[config.mk]
export PLATFORM = sky130hd
export DESIGN_NAME = dense_param_streamer
export DESIGN_NICKNAME = d
export VERILOG_FILES = /design/src/rtl/dense_param_streamer.sv
export SDC_FILE = /design/constraint.sdc
export NUM_CORES = 1
export LEC_CHECK = 0
export CORE_MARGIN = 2
export CORE_UTILIZATION = 35
export DETAILED_ROUTE_END_ITERATION = 10
export PLACE_DENSITY = 0.65
export SETUP_SLACK_MARGIN = 0.02
export SYNTH_ARGS = -nofsm -noshare
export SYNTH_HDL_FRONTEND = slang
export SYNTH_SLANG_ARGS = --single-unit
[constraint.sdc]
create_clock -name clk -period 3.6 [get_ports clk]
set_input_delay 0.54 -clock clk [delete_from_list [all_inputs] [get_ports clk]]
set_output_delay 0.54 -clock clk [all_outputs]
set_load 0.1 [all_outputs]
[src/rtl/dense_param_streamer.sv]
// dense_param_streamer: streams int8 ROM bias/weights as float32, neuron-major, over valid/ready.
// Define WEIGHT_SCALE_EN to emit every non-zero element pre-scaled by 1/256.
module dense_param_streamer #(
   parameter int NB_INPUT   = 42,
   parameter int NB_NEURONS = 24,
   parameter int ADDR_W     = 12,
   parameter int BASE_ADDR  = 0
) (
   input  logic              clk,
   input  logic              rst_n,
   input  logic              start,
   output logic              busy,
   output logic              done,
   output logic              mem_rd,
   output logic [ADDR_W-1:0] mem_addr,
   input  logic [7:0]        mem_rdata,
   output logic              w_valid,
   input  logic              w_ready,
   output logic [31:0]       w_data,
   output logic              w_is_bias,
   output logic              w_last_n,
   output logic              w_last
);
   localparam int JW = NB_NEURONS > 1 ? $clog2(NB_NEURONS + 1) : 1;
   localparam int KW = $clog2(NB_INPUT + 1);
`ifdef WEIGHT_SCALE_EN
   localparam int EXP_BIAS = 119;
`else
   localparam int EXP_BIAS = 127;
`endif
   localparam logic [2:0] S_IDLE = 3'd0;
   localparam logic [2:0] S_RD   = 3'd1;
   localparam logic [2:0] S_CVT  = 3'd2;
   localparam logic [2:0] S_OUT  = 3'd3;
   localparam logic [2:0] S_FIN  = 3'd4;
   logic [2:0]    state;
   logic [JW-1:0] j, nj;
   logic [KW-1:0] k, nk;
   logic          last_k, last_j;
   // bias[j] sits at k=0 and W[k-1][j] at NB_NEURONS*k, so one formula covers both
   function automatic logic [ADDR_W-1:0] addr_of(input logic [JW-1:0] jj, input logic [KW-1:0] kk);
      return ADDR_W'(BASE_ADDR) + ADDR_W'(kk) * ADDR_W'(NB_NEURONS) + ADDR_W'(jj);
   endfunction
   function automatic logic [31:0] to_f32(input logic [7:0] x);
      logic [7:0]  mag;
      logic [2:0]  p;
      logic [30:0] sh;
      mag = x[7] ? 8'(-x) : x;
      p = 3'd0;
      for (int i = 0; i < 8; i++) if (mag[i]) p = 3'(i);
      sh = 31'(mag) << (5'd23 - 5'(p));
      return (mag == 8'd0) ? 32'h0 : {x[7], 8'(EXP_BIAS) + 8'(p), sh[22:0]};
   endfunction
   always_comb begin
      last_k = k == KW'(NB_INPUT);
      last_j = j == JW'(NB_NEURONS - 1);
      nk     = last_k ? '0 : k + 1'b1;
      nj     = last_k ? j + 1'b1 : j;
   end
   always_ff @(posedge clk or negedge rst_n) begin
      if (!rst_n) begin
         state     <= S_IDLE;
         j         <= '0;
         k         <= '0;
         busy      <= 1'b0;
         done      <= 1'b0;
         mem_rd    <= 1'b0;
         mem_addr  <= '0;
         w_valid   <= 1'b0;
         w_data    <= 32'h0;
         w_is_bias <= 1'b0;
         w_last_n  <= 1'b0;
         w_last    <= 1'b0;
      end else begin
         case (state)
            S_IDLE: if (start) begin
               state    <= S_RD;
               busy     <= 1'b1;
               mem_rd   <= 1'b1;
               mem_addr <= addr_of('0, '0);
               j        <= '0;
               k        <= '0;
            end
            S_RD: begin
               state  <= S_CVT;
               mem_rd <= 1'b0;
            end
            S_CVT: begin
               state     <= S_OUT;
               w_valid   <= 1'b1;
               w_data    <= to_f32(mem_rdata);
               w_is_bias <= k == '0;
               w_last_n  <= last_k;
               w_last    <= last_k & last_j;
            end
            S_OUT: if (w_ready) begin
               w_valid <= 1'b0;
               j       <= nj;
               k       <= nk;
               if (last_k && last_j) begin
                  state <= S_FIN;
                  done  <= 1'b1;
               end else begin
                  state    <= S_RD;
                  mem_rd   <= 1'b1;
                  mem_addr <= addr_of(nj, nk);
               end
            end
            S_FIN: begin
               state <= S_IDLE;
               done  <= 1'b0;
               busy  <= 1'b0;
            end
            default: state <= S_IDLE;
         endcase
      end
   end
endmodule

### After elaboration in Yosys (flattened, before gate mapping)

Cells that the tools add are included.

| word-level totals | value |
|---|---|
| register bits | 65 |
| input bits | 12 |
| output and inout bits | 51 |

| cells by class | value |
|---|---|
| add/sub/neg operators | 6 |
| multipliers | 1 |
| eq/ne operators | 10 |
| shifts and indexed selects | 1 |
| mux-type cells | 36 |
| bitwise operators | 1 |
| reduce and logical (&&, ||, !) cells | 16 |

Operator list:

| operator | number |
|---|---|
| $mux W12 | 3 |
| $mux W32 | 1 |
| $mux W3 | 10 |
| $pmux W12 S2 | 1 |
| $shl A8 B5 Y23 | 1 |
| $mux W6 | 3 |
| $mux W5 | 3 |
| $add A11 B5 Y12 | 1 |
| $pmux W3 S4 | 1 |
| $pmux W6 S2 | 1 |
| $pmux W5 S2 | 1 |
| $add A7 B3 Y8 const A | 1 |
| $logic_not A8 Y1 | 1 |
| $mul A6 B2 Y8 const B | 1 |
| $mux W8 | 1 |
| $ne A2 B2 Y1 const B | 4 |
| $neg A8 Y8 | 1 |
| $reduce_and A4 Y1 | 2 |
| $reduce_bool A2 Y1 | 4 |
| $mux W1 | 7 |
| $add A6 B1 Y6 const B | 1 |
| $eq A3 B2 Y1 const B | 2 |
| $eq A6 B6 Y1 const B | 1 |
| $logic_not A6 Y1 | 1 |
| other kinds (13) | 18 |

### Logic depth before layout (Yosys ltp)

Gate-level depths: netlist of the first run.

| logic depth | value |
|---|---|
| depth after elaboration | 13 |
| depth in mapped cells | 15 |

### Least setup slack after synthesis of the first run

OpenSTA, ideal clock, no wires.

| path | value |
|---|---|
| kind | register to register |
| start point | register k[0] |
| end point | register mem_addr[8] |
| arrival time | 3006 ps |
| data required time | 3530 ps |
| path slack | 523 ps |
| stages on the path, launching flop included | 14 |
| clock period less this slack | 3077 ps |
| cell sequence | dfrtp_1 -> inv_1 -> ha_1 -> and4_1 -> buf_1 -> nor2_1 -> ha_1 -> o21ai_0 -> a31oi_1 -> a21oi_1 -> xnor2_1 -> nand3_1 -> or4_1 -> nand3_1 |

| between the ends | value |
|---|---|
| cells in the longest elaborated chain, start to end | 7 |

RTL lines:

| what | line | source |
|---|---|---|
| start: declaration | 38 | `logic [KW-1:0] k, nk;` |
| start signal: assignment | 99 | `k <= nk;` |
| $add A6 B1 Y6 / $eq A6 B6 Y1 (equally long branches) | 57, 55 |  |
| $mux W6 | 57 | `nk = last_k ? '0 : k + 1'b1;` |
| $mul A6 B2 Y8 | 42 | `return ADDR_W'(BASE_ADDR) + ADDR_W'(kk) * ADDR_W'(NB_NEURONS) + ADDR_W'(jj);` |
| $add A11 B5 Y12 | 42 |  |
| $mux W12 | 100 | `if (last_k && last_j) begin` |
| $mux W12 | 96 | `S_OUT: if (w_ready) begin` |
| $pmux W12 S2 | 75 | `case (state)` |
| end signal: assignment | 80 | `mem_addr <= addr_of('0, '0);` |
| end signal: assignment | 106 | `mem_addr <= addr_of(nj, nk);` |
| end: declaration | 15 | `output logic [ADDR_W-1:0] mem_addr,` |

Several ways; a longest one is shown, not always the timed one. The select of a mux whose other input is x is not followed.
A chain may end at the register's enable or synchronous reset.

### Worst setup path in the final report of the first run

| path | value |
|---|---|
| start point | register k[0] |
| end point | register mem_addr[10] |

Same word-level chain as after synthesis.

==> results of run 1 <==
cell families (layout without fill, tap and decap cells):
logic type      after synthesis  count (layout)  synth area share (%)
buf+inv                      41              71                 7.211
simple gates                123             123                 20.07
flops                        47              47                 37.66
mux                           3               3                 1.002
other cells                   1              16                0.1201
xor+xnor                     16              16                 4.487
compound gates               98              98                 23.60
fa+ha+maj                    14              14                 5.850
cells in the mapped netlist (all sizes together), types with 4 or more instances:
library cell / count / area share [%]
dfrtp: 47 / 38
nand2: 41 / 5.0
nor2: 23 / 3.0
o21ai: 23 / 3.7
buf: 22 / 4.9
ha: 13 / 5.2
o31ai: 13 / 3.6
nand3: 12 / 1.9
a21oi: 11 / 1.9
inv: 11 / 1.3
a22o: 10 / 2.8
nand2b: 10 / 2.0
xnor2: 9 / 2.5
clkbuf: 8 / 0.96
nor3: 7 / 1.1
xor2: 7 / 2.0
a31oi: 5 / 1.0
nor2b: 5 / 1.0
a21o: 4 / 0.96
and2: 4 / 0.80
nand4: 4 / 0.80
o211a: 4 / 1.3
o211ai: 4 / 0.96
o22ai: 4 / 0.80
or2: 4 / 0.80
through the flow:
step | util, % | area (sq um) | hold WS [ns]
6_report | 43.17 | 3746 | 0.4161
5_1_grt | 43.17 | 3746 | 0.5024
4_1_cts | 43.17 | 3746 | 0.4556
3_5_place_dp | 41.84 | 3631 | 0.4697
3_3_place_gp | 41.84 | 3631 | 0.4646
2_1_floorplan | - | 3179 | 0.2444
flip-flops by register name, indices dropped and copies added, names as in the netlist, 3 cells and up:
name	count
w_data	14
mem_addr	12
k	6
j	5
state	3
critical path, cell delays in order (launching register included):
cell and delay [ns]:
dfrtp_1 0.45, inv_1 0.09, ha_1 0.23, and4b_1 0.23
o21ai_0 0.38, ha_1 0.28, o21ai_0 0.12, a31oi_1 0.19
a21oi_1 0.11, xnor2_1 0.33, nand3_1 0.18, o211a_1 0.26
o31ai_1 0.27
metal layers:
layer / vias to the layer above / routed length, um
li1: 1304 / -
met1: 1287 / 3355
met2: 70 / 3437
met3: 9 / 316
met4: 0 / 64
met5: - / 0
path summary, 6_finish.rpt:
kind,endpoint,slack [ns],cells past startpoint
worst max-delay path,mem_addr[10],0.39,12
worst min-delay path,w_data[22],0.42,1
worst max register to register,mem_addr[10],0.39,12
worst min register to register,w_last_n,0.49,2
max in group asynchronous,mem_addr[9],2.54,1
min in group clk,w_last_n,0.49,2
where the power goes:
part | switching (uW) | total [uW] | internal, uW
Clock | 197 | 406 | 210
Combinational | 1520 | 2090 | 565
Sequential | 118 | 785 | 667
final cells by class:
class / count / area [sq um]
clock buffers: 5 / 68.82
clock inverters: 3 / 46.29
fillers: 865 / 4932
inverters: 11 / 41.29
multi-input cells: 270 / 1778
flip-flops and latches: 47 / 1176
well taps: 108 / 135.1
repair buffers: 52 / 500.5
cells in the final DEF (no fill, tap or decap), types with 3 or more instances in the layout:
| cell | instances |
|---|---|
| nand2_1 | 40 |
| nor2_1 | 20 |
| buf_4 | 6 |
| o21ai_0 | 17 |
| and2_1 | 4 |
| conb_1 | 16 |
| nand4_1 | 4 |
| ha_1 | 13 |
| or2_2 | 3 |
| nor2b_1 | 5 |
| xnor2_1 | 9 |
| dfrtp_1 | 47 |
| o21ai_1 | 6 |
| inv_1 | 10 |
| o211ai_1 | 4 |
| o22ai_1 | 4 |
| o211a_1 | 4 |
| nand2b_1 | 10 |
| nand3_1 | 12 |
| nor3_1 | 7 |
| a31oi_1 | 5 |
| a21oi_1 | 10 |
| xor2_1 | 7 |
| a22o_1 | 10 |
| clkbuf_8 | 5 |
| o31ai_1 | 12 |
| clkdlybuf4s50_1 | 45 |
| nor2_2 | 3 |
| a21o_1 | 4 |
==> run_results.csv, run 1 <==
group,metric,value,unit
final_layout,area_growth,19.95,%
global_routing,grt_use_total,15.34,%
sta,min_period,3.205,ns
drt,wl,7173,um
clock_network,clkTransAtPathRegs,0.09,ns
clock_network,cts_tree,"yes",
synth,ys_ff_latch,47,
sta,relSlewSlack,29.93,%
worst_setup_path,worst_setup_path_start_kind,"flip-flop",
global_routing,grt_pass1_vias,2597,
global_routing,met3_usage,3.546,%
drt,ant_nets,0,
synth,synth-main-ff-cell,"dfrtp_1",
synth,syn_avg_cell_area,9.105,sq um
clock_network,htreeDepth,2,
drt,wl_per_cell,14.46,um
global_routing,grt_pass1_wl,12390,um
die,num_rows,34,
global_routing,gr-total-overflow,0,
worst_hold_path,hold_class,"input pin to asynchronous set/reset pin",
worst_setup_path,regToRegStartpoint,"k[0]",
pwr,peakVddDrop,0.4140,mV
die,dieArea,9694,sq um
global_routing,use_met2,24.39,%
synth,synth_cell_types,68,
sta,setup_viol,0,
drt,drt-vias-per-instance,5.383,
placement,pre_cts_ws,0.4408,ns
job,cap_violations,0,
placement,dp_hpwl,5455,um
clock_network,cts_inserted_buffers,5,
worst_setup_path,arrival,3.41,ns
pwr,power,3277,uW
final_layout,fin_nets,413,
drt,first_iter_violations,123,
drt,drt-pass1-iter-count,4,
sta,fin_crit_sh,89.03,%
clock_network,cts_hold_buf,0,
drt,vias,2670,
pwr,p_leak,0.001616,uW
worst_setup_path,critPathLaunch,"k[0]",
sta,fin_ws,0.3949,ns
placement,place_inst,488,
sta,setup_tns,0,ns
final_layout,final_cells,496,
sta,fin_skew,0.008308,ns
run_status,status,"completed",
synth,synth_area,3123,sq um
clock_network,clkLatencyLatePin,0.31,ns
die,die_w,98.46,um
synth,synth.yosys.seq_area_share,37.66,%
worst_setup_path,cp-end-kind,"flip-flop",
worst_setup_path,crit_fanout,6,
sta,rsz0062_at_grt,"no",
worst_setup_path,crit_required,3.80,ns
die,io_pins,63,
drt,post-route-drc-count,0,
worst_setup_path,worstSetupPathType,"flip-flop to flip-flop",
synth,synth_cells,343,
clock_network,cts_resized,0,
die,core_area,8678,sq um
die,start_util,35.99,%
synth,async_flop_share,100.0,%
pwr,pwr_density_cell,874.8,nW/um^2
synth,ys_warn_count,0,
placement,gp_congestion,0.8397,
sta,max_freq,312.0,MHz
global_routing,use_met1,21.87,%
final_layout,layout-drive-gt1-share,7.732,%
global_routing,busiest_layer,"met2",
placement,port_buffers,46,
clock_network,root_buffer,"clkbuf_8",
clock_network,cts_buffer_depth,2,
clock_network,cts_sinks,47,
synth,synth_edf_count,0,
clock_network,cts_setup_buffers,0,
global_routing,grt_max_degree,48,
global_routing,antenna_found_initial,0,
sta,slew_violations,0,
final_layout,insertedDiodeCount,0,
sta,hold_violations,0,
die,die_h,98.46,um
sta,worst_pin_slew,1.051,ns
(Power assumes the default switching activity.)
==> run 2: changes to the inputs <==
Settings changed: HOLD_SLACK_MARGIN set to 0.12, REMOVE_ABC_BUFFERS set to 1, SKIP_LAST_GASP set to 1.
==> run 2 against run 1 <==
Compared with the run above:
- fmax rose by 1.2%
- sequential share of layout area down 0.19 points
- combinational power about the same
- setup slack better by 0.037 ns
- die area stayed put
- clock skew grew 0.0088 ns
- critical path depth decreased by 1
- flip-flop and latch count unchanged
- critical path type unchanged
- design area increased by 0.60%
==> run_results.csv, run 2 (synthesized netlist as in run 1, its figures left out) <==
group,metric,value,unit
sta,fin_skew,0.01708,ns
worst_setup_path,cp-end-kind,"flip-flop",
clock_network,cts_inserted_buffers,5,
global_routing,grt_pass1_vias,2450,
clock_network,cts_tree,"yes",
placement,gp_congestion,0.8272,
clock_network,clkLatencyLatePin,0.30,ns
sta,worst_pin_slew,0.9987,ns
sta,setup_viol,0,
final_layout,reg.largest.list,"w_data: 14 flops, mem_addr: 12 flops, k: 6 flops",
die,dieArea,9694,sq um
job,cap_violations,0,
drt,wl,7258,um
drt,ant_nets,0,
drt,first_iter_violations,158,
clock_network,cts_resized,0,
worst_setup_path,r2r_cells,11,
sta,rsz0062_at_grt,"no",
clock_network,cts_sinks,47,
worst_setup_path,regToRegStartpoint,"k[0]",
worst_hold_path,hold_class,"input pin to asynchronous set/reset pin",
sta,hold_violations,0,
worst_setup_path,crit_required,3.79,ns
sta,fin_crit_sh,88.01,%
drt,drt-vias-per-instance,5.333,
pwr,p_leak,0.001631,uW
worst_setup_path,crit_fanout,6,
global_routing,grt_pass1_wl,12050,um
final_layout,final_cells,499,
final_layout,insertedDiodeCount,0,
die,die_w,98.46,um
die,core_area,8678,sq um
final_layout,final_util,43.43,%
global_routing,gr-total-overflow,0,
worst_setup_path,rrSetupSlack,0.43,ns
drt,post-route-drc-count,0,
global_routing,antenna_found_initial,0,
sta,slew_violations,0,
clock_network,root_buffer,"clkbuf_8",
pwr,peakVddDrop,0.5020,mV
drt,wl_per_cell,14.55,um
placement,place_inst,491,
drt,drt-pass1-iter-count,4,
pwr,pwr_density_cell,869.5,nW/um^2
sta,max_freq,315.6,MHz
clock_network,cts_buffer_depth,2,
worst_setup_path,worst_setup_path_start_kind,"flip-flop",
clock_network,clkTransAtPathRegs,0.09,ns
final_layout,final_cell_mix,"dfrtp_1 (47), clkdlybuf4s50_1 (45), nand2_1 (40)",
sta,relSlewSlack,33.21,%
global_routing,grt_use_total,14.93,%
final_layout,layout_commonest_cell,"dfrtp_1",
die,io_pins,63,
worst_setup_path,worst_r2r_endpoint,"mem_addr[9]",
sta,whs,0.2845,ns
final_layout,fin_nets,416,
final_layout,area_growth,20.67,%
final_layout,layout-drive-gt1-share,8.440,%
clock_network,cts_setup_buffers,0,
clock_network,cts_hold_buf,0,
die,num_rows,34,
sta,setup_tns,0,ns
die,start_util,35.99,%
final_layout,regMostFlops,"w_data",
worst_setup_path,worstSetupPathType,"flip-flop to flip-flop",
global_routing,grt_max_degree,33,
worst_setup_path,arrival,3.35,ns
placement,dp_hpwl,5527,um
clock_network,htreeDepth,2,
drt,vias,2661,
placement,port_buffers,46,
final_layout,largest_register_ff_count,14,
sta,min_period,3.168,ns
run_status,status,"completed",
die,die_h,98.46,um
-- run 2: cell count changes in the layout (fill, tap and decap cells not counted) --
| cell | previous run | this run |
|---|---|---|
| buf_4 | 6 | 9 |
-- run 2: critical path, cell delays in order (launching register included) --
cell      delay [ns]
dfrtp_1         0.43
inv_1           0.09
ha_1            0.22
and4b_1         0.22
o21ai_0         0.40
ha_1            0.38
nand4b_1        0.12
o211ai_1        0.12
o22ai_1         0.45
mux2_2          0.39
o21ai_0         0.14
o21ai_0         0.10
-- run 2: metrics by stage --
step	cell area (sq um)	power, uW	worst slack, ns
after floorplan	2995	2374	0.6530
after global placement	3654	2879	0.4592
after detailed placement	3654	2894	0.4175
after CTS	3769	3306	0.3918
after global routing	3769	3478	0.1840
final	3769	3277	0.4318
-- run 2: worst max-delay path by stage --
stage                     slack (ns)           to          from  cells past startpoint
after floorplan                 0.65  mem_addr[8]          k[0]                     12
after global placement          0.46   w_data[29]  mem_rdata[0]                     11
after detailed placement        0.42  mem_addr[9]          k[0]                     11
after CTS                       0.39  mem_addr[9]          k[0]                     11
after global routing            0.18  mem_addr[9]          k[0]                     11
final                           0.43  mem_addr[9]          k[0]                     11
-- run 2: final cells by class --
| type | instances | area [sq um] |
|---|---|---|
| repair buffers | 55 | 523.0 |
| inverters | 11 | 41.29 |
| fillers | 864 | 4910 |
| clock buffers | 5 | 68.82 |
| flip-flops and latches | 47 | 1176 |
| well taps | 108 | 135.1 |
| clock inverters | 3 | 46.29 |
| multi-input cells | 270 | 1778 |
-- run 2: where the power goes --
| part | total [uW] | internal [uW] | switching (uW) |
|---|---|---|---|
| clock network | 399 | 209 | 189 |
| logic | 2090 | 576 | 1520 |
| registers | 785 | 667 | 118 |
| total | 3280 | 1450 | 1820 |
-- run 2: layer usage --
layer  part of all wire [%]  GRT usage, %  up-vias  wire [um]
li1                       -             -     1303          -
met5                      0             0        -          0
met4                   0.81         3.583        0         59
met1                     47         20.79     1297       3442
met3                    3.5         2.837        4        255
met2                     48         24.18       57       3502
